**src/rtl/mul_div_unit.sv**
```systemverilog
// Iterative MIPS HI/LO unit: shift-add multiply and restoring divide, one iteration per clock.
// Signed ops work on magnitudes and fix up signs when the final result is written.
module mul_div_unit #(
   parameter int WIDTH = 32,
   parameter int CNT_W = $clog2(WIDTH + 1)
) (
   input  logic             clk,
   input  logic             rst,
   input  logic             start,
   input  logic [1:0]       op,
   input  logic [WIDTH-1:0] a,
   input  logic [WIDTH-1:0] b,
   output logic             busy,
   output logic             done,
   output logic [WIDTH-1:0] hi,
   output logic [WIDTH-1:0] lo,
   output logic             divByZero
);

   typedef enum logic [1:0] {IDLE, RUN, DONE} state_t;

   state_t           state, stateNext;
   logic [CNT_W-1:0] cnt;
   logic [1:0]       opReg;
   logic             signA, signB;
   logic [WIDTH-1:0] absA, absB;
   logic [WIDTH:0]   rReg;
   logic [WIDTH-1:0] qReg;

   logic             accept, negA, negB, divZero, lastStep;
   logic [WIDTH-1:0] absANew, absBNew;
   logic [WIDTH:0]   mulSum, shR, divDiff, nextR;
   logic [WIDTH-1:0] nextQ;
   logic [2*WIDTH-1:0] fixed;

   // Sign fixup of the magnitude result; sA/sB are already zero for unsigned ops.
   function automatic logic [2*WIDTH-1:0] fixResult(input logic [1:0] opSel, input logic sA,
                                                    input logic sB, input logic [WIDTH-1:0] upper,
                                                    input logic [WIDTH-1:0] lower);
      logic [2*WIDTH-1:0] prod;
      logic [WIDTH-1:0]   quo;
      logic [WIDTH-1:0]   rem;
      prod = {upper, lower};
      quo  = lower;
      rem  = upper;
      if (opSel[1]) begin
         if (opSel[0]) begin
            if (sA ^ sB) quo = -lower;
            if (sA) rem = -upper;
         end else if (sA ^ sB) begin
            prod = -prod;
         end
      end
      return opSel[0] ? {rem, quo} : prod;
   endfunction

   assign accept   = start && (state != RUN);
   assign negA     = op[1] & a[WIDTH-1];
   assign negB     = op[1] & b[WIDTH-1];
   assign absANew  = negA ? -a : a;
   assign absBNew  = negB ? -b : b;
   assign divZero  = op[0] && (b == '0);
   assign lastStep = (state == RUN) && (cnt == CNT_W'(1));

   assign busy = (state == RUN);
   assign done = (state == DONE);

   // One iteration: multiply shifts {R,Q} right, divide shifts left and trial-subtracts.
   always_comb begin
      mulSum  = rReg + {1'b0, (qReg[0] ? absA : '0)};
      shR     = {rReg[WIDTH-1:0], qReg[WIDTH-1]};
      divDiff = shR - {1'b0, absB};
      if (opReg[0]) begin
         if (shR >= {1'b0, absB}) begin
            nextR = divDiff;
            nextQ = {qReg[WIDTH-2:0], 1'b1};
         end else begin
            nextR = shR;
            nextQ = {qReg[WIDTH-2:0], 1'b0};
         end
      end else begin
         nextR = {1'b0, mulSum[WIDTH:1]};
         nextQ = {mulSum[0], qReg[WIDTH-1:1]};
      end
      fixed = fixResult(opReg, signA, signB, nextR[WIDTH-1:0], nextQ);
   end

   always_comb begin
      stateNext = state;
      case (state)
         IDLE:    if (start) stateNext = divZero ? DONE : RUN;
         RUN:     if (cnt == CNT_W'(1)) stateNext = DONE;
         DONE:    stateNext = start ? (divZero ? DONE : RUN) : IDLE;
         default: stateNext = IDLE;
      endcase
   end

   always_ff @(posedge clk or posedge rst) begin
      if (rst) begin
         state <= IDLE;
      end else begin
         state <= stateNext;
      end
   end

   always_ff @(posedge clk or posedge rst) begin
      if (rst) begin
         cnt       <= '0;
         opReg     <= '0;
         signA     <= 1'b0;
         signB     <= 1'b0;
         absA      <= '0;
         absB      <= '0;
         rReg      <= '0;
         qReg      <= '0;
         hi        <= '0;
         lo        <= '0;
         divByZero <= 1'b0;
      end else if (accept) begin
         cnt   <= CNT_W'(WIDTH);
         opReg <= op;
         signA <= negA;
         signB <= negB;
         absA  <= absANew;
         absB  <= absBNew;
         rReg  <= '0;
         qReg  <= op[0] ? absANew : absBNew;
         if (divZero) begin
            hi        <= a;
            lo        <= '1;
            divByZero <= 1'b1;
         end
      end else if (state == RUN) begin
         cnt  <= cnt - CNT_W'(1);
         rReg <= nextR;
         qReg <= nextQ;
         if (lastStep) begin
            hi        <= fixed[2*WIDTH-1:WIDTH];
            lo        <= fixed[WIDTH-1:0];
            divByZero <= 1'b0;
         end
      end
   end

endmodule

```
**config.mk**
```make
export PLATFORM = sky130hd
export DESIGN_NAME = mul_div_unit
export DESIGN_NICKNAME = d
export VERILOG_FILES = /design/src/rtl/mul_div_unit.sv
export SDC_FILE = /design/constraint.sdc
export NUM_CORES = 1
export LEC_CHECK = 0
export CAP_MARGIN = 20
export CORE_MARGIN = 4
export CORE_UTILIZATION = 60
export CTS_CLUSTER_SIZE = 25
export DETAILED_ROUTE_END_ITERATION = 8
export PLACE_DENSITY = 0.82
export SKIP_CTS_REPAIR_TIMING = 1
export SLEW_MARGIN = 20
export SYNTH_ARGS = -nofsm -noshare
export SYNTH_HDL_FRONTEND = slang
export SYNTH_SLANG_ARGS = --single-unit
```
**constraint.sdc**
```tcl
create_clock -name clk -period 8.15 [get_ports clk]
set_input_delay 1.2225 -clock clk [delete_from_list [all_inputs] [get_ports clk]]
set_output_delay 1.2225 -clock clk [all_outputs]
set_load 0.005 [all_outputs]
```
== Word-level counts from Yosys, hierarchy flattened ==
Index checks and enable logic that the tools add are counted.

* $add $sub $neg: 8
* $lt $le $gt $ge: 1
* Eq/ne operators: 7
* Multiplexer cells: 38
* Bitwise logic cells: 3
* Reductions and logical operators: 9

{| class="wikitable"
|+ Operators with widths
! cell !! count
|-
| two-way mux 32 bit || 19
|-
| two-way mux 64 bit || 3
|-
| two-way mux 33 bit || 4
|-
| negation 32 bit || 4
|-
| negation 64 bit || 1
|-
| adder 33 x 32 -> 33 bit || 1
|-
| >= comparator 33 x 32 -> 1 bit || 1
|-
| subtractor 33 x 32 -> 33 bit || 1
|-
| logical NOT 32 bit || 1
|-
| two-way mux 6 bit || 2
|-
| two-way mux 2 bit || 4
|-
| equality test 6 x 1 -> 1 bit, second input constant || 1
|-
| != test 2 x 1 -> 1 bit, second input constant || 3
|-
| one-hot mux 2 bit (3 select lines) || 1
|-
| subtractor 6 x 1 -> 6 bit, second input constant || 1
|-
| two-way mux 1 bit || 5
|-
| nonzero test 2 bit || 2
|-
| logical AND 1 bit || 3
|-
| AND reduction 3 bit || 1
|-
| AND 1 bit || 2
|-
| equality test 2 x 1 -> 1 bit, second input constant || 1
|-
| equality test 2 bit, second input constant || 1
|-
| logical NOT 2 bit || 1
|-
| != test 2 bit, second input constant || 1
|-
| other kinds (2) || 2
|}

* Register bits after elaboration: 206

== Logic depth before layout (Yosys ltp) ==
* Depth after elaboration: 10
* Depth in mapped cells: 21
* Depth with buffers taken out: 19

== Least setup slack after synthesis ==
Ideal clock, no wire load.

* Path kind: register to register
* From: register opReg[0]
* To: register hi[24]
* Data arrival time: 4.871 ns
* Data required time: 8.023 ns
* Slack: 3.152 ns
* Stages on the path, launching flop included: 17
* Clock period less this slack: 4.998 ns
* Cell sequence: dfrtp_1 > buf_2 > buf_1 > clkbuf_1 > clkbuf_1 > buf_1 > clkbuf_1 > clkbuf_1 > o211ai_1 > nand2_1 > ha_1 > o21ai_0 > or4b_4 > or4_4 > a31oi_1 > o311a_1 > o21ai_2

* Word-level cells in the longest chain between the ends: 8
* Elaborated cells between the ends (all ways): 12
* Those cells by class: add/sub (2); mux (10)

{| class="wikitable"
|+ Ends and longest elaborated chain
! what !! RTL line !! source
|-
| start, declared || 24 || <nowiki>logic [1:0] opReg;</nowiki>
|-
| start signal, assigned || 121 || <nowiki>opReg <= op;</nowiki>
|-
| two-way mux 32 bit or two-way mux 33 bit (tied branches) || 73 || <nowiki>if (opReg[0]) begin</nowiki>
|-
| negation 64 bit or negation 32 bit (tied branches) || 51, 49 ||
|-
| two-way mux 64 bit or two-way mux 32 bit (tied branches) || 50, 49 ||
|-
| two-way mux 64 bit or two-way mux 32 bit (tied branches) || 46 || <nowiki>if (opSel[1]) begin</nowiki>
|-
| two-way mux 64 bit * || 54 || <nowiki>return opSel[0] ? {rem, quo} : prod;</nowiki>
|-
| two-way mux 32 bit * || 137 || <nowiki>if (lastStep) begin</nowiki>
|-
| two-way mux 32 bit * || 133 || <nowiki>end else if (state == RUN) begin</nowiki>
|-
| two-way mux 32 bit * || 119 || <nowiki>end else if (accept) begin</nowiki>
|-
| end signal, assigned || 138 || <nowiki>hi <= fixed[2*WIDTH-1:WIDTH];</nowiki>
|-
| end, declared || 15 || <nowiki>output logic [WIDTH-1:0] hi,</nowiki>
|}

Mark *: on every way between the ends. The rest lies on a longest branch, timed or not. The select of a mux whose other input is x is not followed.
A chain may end at the register's enable or synchronous reset.

== Worst setup path in the final report ==
* From: register rReg[1]
* To: register hi[26]

* Word-level cells in the longest chain between the ends: 10
* Elaborated cells between the ends (all ways): 17
* Those cells by class: add/sub (4); order compare (1); mux (12)

{| class="wikitable"
|+ Ends and longest elaborated chain
! what !! RTL line !! source
|-
| start, declared || 27 || <nowiki>logic [WIDTH:0] rReg;</nowiki>
|-
| start signal, assigned || 135 || <nowiki>rReg <= nextR;</nowiki>
|-
| subtractor 33 x 32 -> 33 bit or >= comparator 33 x 32 -> 1 bit (tied branches) || 72, 74 ||
|-
| two-way mux 33 bit or two-way mux 1 bit (tied branches) || 74 || <nowiki>if (shR >= {1'b0, absB}) begin</nowiki>
|-
| two-way mux 33 bit or two-way mux 32 bit (tied branches) || 73 ||
|-
| negation 64 bit or negation 32 bit (tied branches) || 51, 49 ||
|-
| two-way mux 64 bit or two-way mux 32 bit (tied branches) || 50, 49 ||
|-
| two-way mux 64 bit or two-way mux 32 bit (tied branches) || 46 ||
|-
| two-way mux 64 bit * || 54 ||
|-
| two-way mux 32 bit * || 137 ||
|-
| two-way mux 32 bit * || 133 ||
|-
| two-way mux 32 bit * || 119 ||
|}

Marked as above.

==> qor.yml <==
logic_synthesis:
  synth_cells: 2055
  synth_seq_cells: 206
  async_flop_share: 1.00
  yosysWarningCount: 0
  syn_nets: 2196
  yosysUniqueCellTypes: 91
  synth_common_cells: "nand2_1, o21ai_0, dfrtp_1, a21oi_1, nor2_1"
  synthesis.area_um2: 16300
  yosysSeqAreaShare: 0.315
  yosysTopAreaCellShare: 0.315
  yosysTopAreaCell: "dfrtp_1"
  synth_most_common_cell: "nand2_1"
  synth.top_cells.by_area: "dfrtp_1, o21ai_0, nand2_1, ha_1, a21oi_1"
  ys.flop_type: "dfrtp_1"
  syn_avg_cell_area_um2: 7.95
  synth_edf_count: 0
global_routing:
  gr-total-overflow: 0
  grt_pass1_wl_um: 94400
  grt_max_degree: 101
  grt_util_all_layers: 0.397
  grt_pass1_vias: 16000
  antenna_found_initial: 0
pwr:
  leakagePower_nw: 7.94
  ir_drop_v: 0.000580
  power_mw: 9.20
  p_per_area_nw_per_um2: 490
cts:
  cts-buffers-inserted: 25
  cts.clk_slew.worst_paths_ns: 0.06
  cts.htree.levels: 1
  cts_root_buf: "clkbuf_16"
  insertion_delay_ns: 0.53
  clk_path_buf_depth: 3
  cts.sinks: 206
  cts_tree: "yes"
sta:
  hold_violations: 0
  setup_violations: 0
  clock.fmax_ghz: 0.176
  fin_skew_ns: 0.00783
  worst_pin_slew_ns: 1.13
  drv_slew: 0
  slew_headroom: 0.237
  period_share: 0.699
  tns_ns: 0
  period_minus_slack_ns: 5.70
  rsz0062_at_grt: "no"
floorplan:
  num_rows: 60
  die_height_um: 173
  die_area_um2: 29900
  initial_utilization: 0.608
  core-area_um2: 26900
  die-width_um: 173
  ios: 136
job:
  maxCapViolCount: 0
routing:
  wl_met3_um: 6410
  vias: 17300
  viasPerCell: 6.94
  firstDrtPassIters: 7
  top_layer_used: "met4"
  wl_met1_um: 24400
  postRouteAntennaNets: 0
  wire_per_inst_um: 24.9
  drc_errors: 0
  drtIter0Drc: 2217
  wl_um: 62000
  wl_met2_um: 26700
layout:
  drive_gt1_frac: 0.0516
  num_antenna_cells: 0
  area_delta_synth_final_pct: 14.9
  nets: 2274
  design_area_um2: 18800
worst_setup_path:
  cp-start-kind: "flip-flop"
  critPathMaxFanout: 15
  criticalPathCategory: "flip-flop to flip-flop"
  crit_required_ns: 8.52
  arrival_ns: 6.07
  end_kind: "flip-flop"
placed_design:
  placed_area_um2: 17900
  place_congestion: 1.02
  portBuffers: 135
  hpwl_um: 46100
hold_path:
  hp-class: "flip-flop to flip-flop"
run_status:
  status: "finished, final reports clean"
power by group:
group          switching [mW]  leakage [nW]  internal (mW)
Sequential              0.442          2.46           1.51
Combinational            3.84          5.06           2.23
Clock                   0.463         0.418          0.716
Total                    4.74          7.94           4.46
per-stage QoR:
stage           util  instances  hold slack, ns  setup slack [ns]
6_report       0.698       2492           0.475              2.45
4_1_cts        0.697       2491           0.473              2.73
5_1_grt        0.698       2492           0.493              2.28
3_5_place_dp   0.666       2446           0.458              2.59
2_1_floorplan      -       2055           0.438              1.30
3_3_place_gp   0.666       2446           0.451              2.66
path summary, 6_finish.rpt:
check                                    start  cells after the start  slack [ns]                   to
min in group asynchronous                  rst                      2        1.16  qReg[5]$_DFFE_PP0P_
max in group asynchronous                  rst                      3        5.73   hi[19]$_DFFE_PP0P_
setup / recovery           rReg[1]$_DFFE_PP0P_                     17        2.45   hi[26]$_DFFE_PP0P_
hold reg to reg            absA[8]$_DFFE_PP0P_                      2        0.48  absA[8]$_DFFE_PP0P_
hold / removal             absA[8]$_DFFE_PP0P_                      2        0.48  absA[8]$_DFFE_PP0P_
setup reg to reg           rReg[1]$_DFFE_PP0P_                     17        2.45   hi[26]$_DFFE_PP0P_
cell usage in the layout, fill, tap and decap left out, types with 6 or more instances in the layout:
cell type	netlist	final
a211oi_1	48	48
o21bai_1	10	10
o21ai_0	242	242
o21a_1	8	8
mux2i_1	46	46
nor2b_1	29	29
nor3_1	61	61
nand3_1	68	68
o21ai_1	6	6
a21boi_0	6	6
or4_1	10	10
clkbuf_16	0	25
o31ai_1	15	15
ha_1	70	70
clkbuf_1	88	7
o211ai_1	21	21
buf_4	1	25
nor2_1	132	128
a21o_1	20	20
nand4_1	18	18
and2_1	43	43
or3_1	13	13
a22oi_1	29	29
nand2_1	244	243
a31oi_1	37	37
clkinv_2	0	6
and3_1	19	19
dfrtp_1	206	205
xor2_1	83	83
nor4b_1	6	6
clkdlybuf4s50_1	0	134
o41ai_1	9	9
or2_2	6	6
xnor2_1	79	79
inv_1	65	63
nor4_1	11	11
nand2b_1	12	11
a21oi_1	170	170
metal layers:
metal	GRT usage	vias to the layer above
met5	0	-
met4	0.221	0
met3	0.0693	255
met2	0.603	1161
met1	0.540	8231
li1	-	7640
flip-flops by register name, indices dropped and copies added (netlist names):
signal / flops
absB: 32
divByZero: 1
rReg: 33
hi: 32
signA: 1
cnt: 6
absA: 32
opReg: 2
signB: 1
qReg: 32
lo: 32
state: 2
cell type report:
| cell class | instances | area (um^2) |
|---|---|---|
| multi-input cells | 1673 | 10500 |
| fillers | 2239 | 8100 |
| flip-flops and latches | 206 | 5160 |
| repair buffers | 161 | 1560 |
| clock buffers | 35 | 693 |
| well taps | 341 | 427 |
| inverters | 66 | 255 |
| clock inverters | 10 | 150 |
worst max-delay path: stages (launching register included):
cell and delay [ns]:
dfrtp_1 0.45, ha_1 0.40, o211ai_2 0.23, a21o_1 0.17, a211oi_2 0.14, o311ai_2 0.79
a31oi_2 0.24, buf_4 0.28, nand2_1 0.10, a21oi_1 0.07, a21oi_1 0.35, ha_1 0.28
o21ai_0 0.18, or4b_4 0.62, nor3_2 0.56, a31oi_1 0.20, xor2_1 0.33, o21ai_0 0.13
logic make-up (layout without fill, tap and decap cells):
group                    after synthesis  after routing  share of synthesized area
AND/OR/NAND/NOR                      696            696                      0.205
AO/OA/AOI/OAI                        691            691                      0.262
flip-flops                           206            206                      0.315
buffers and inverters                176            272                     0.0415
XOR/XNOR                             162            162                     0.0868
adder cells (fa/ha/maj)               72             72                     0.0561
multiplexers                          52             52                     0.0330
(Power assumes the default switching activity.)
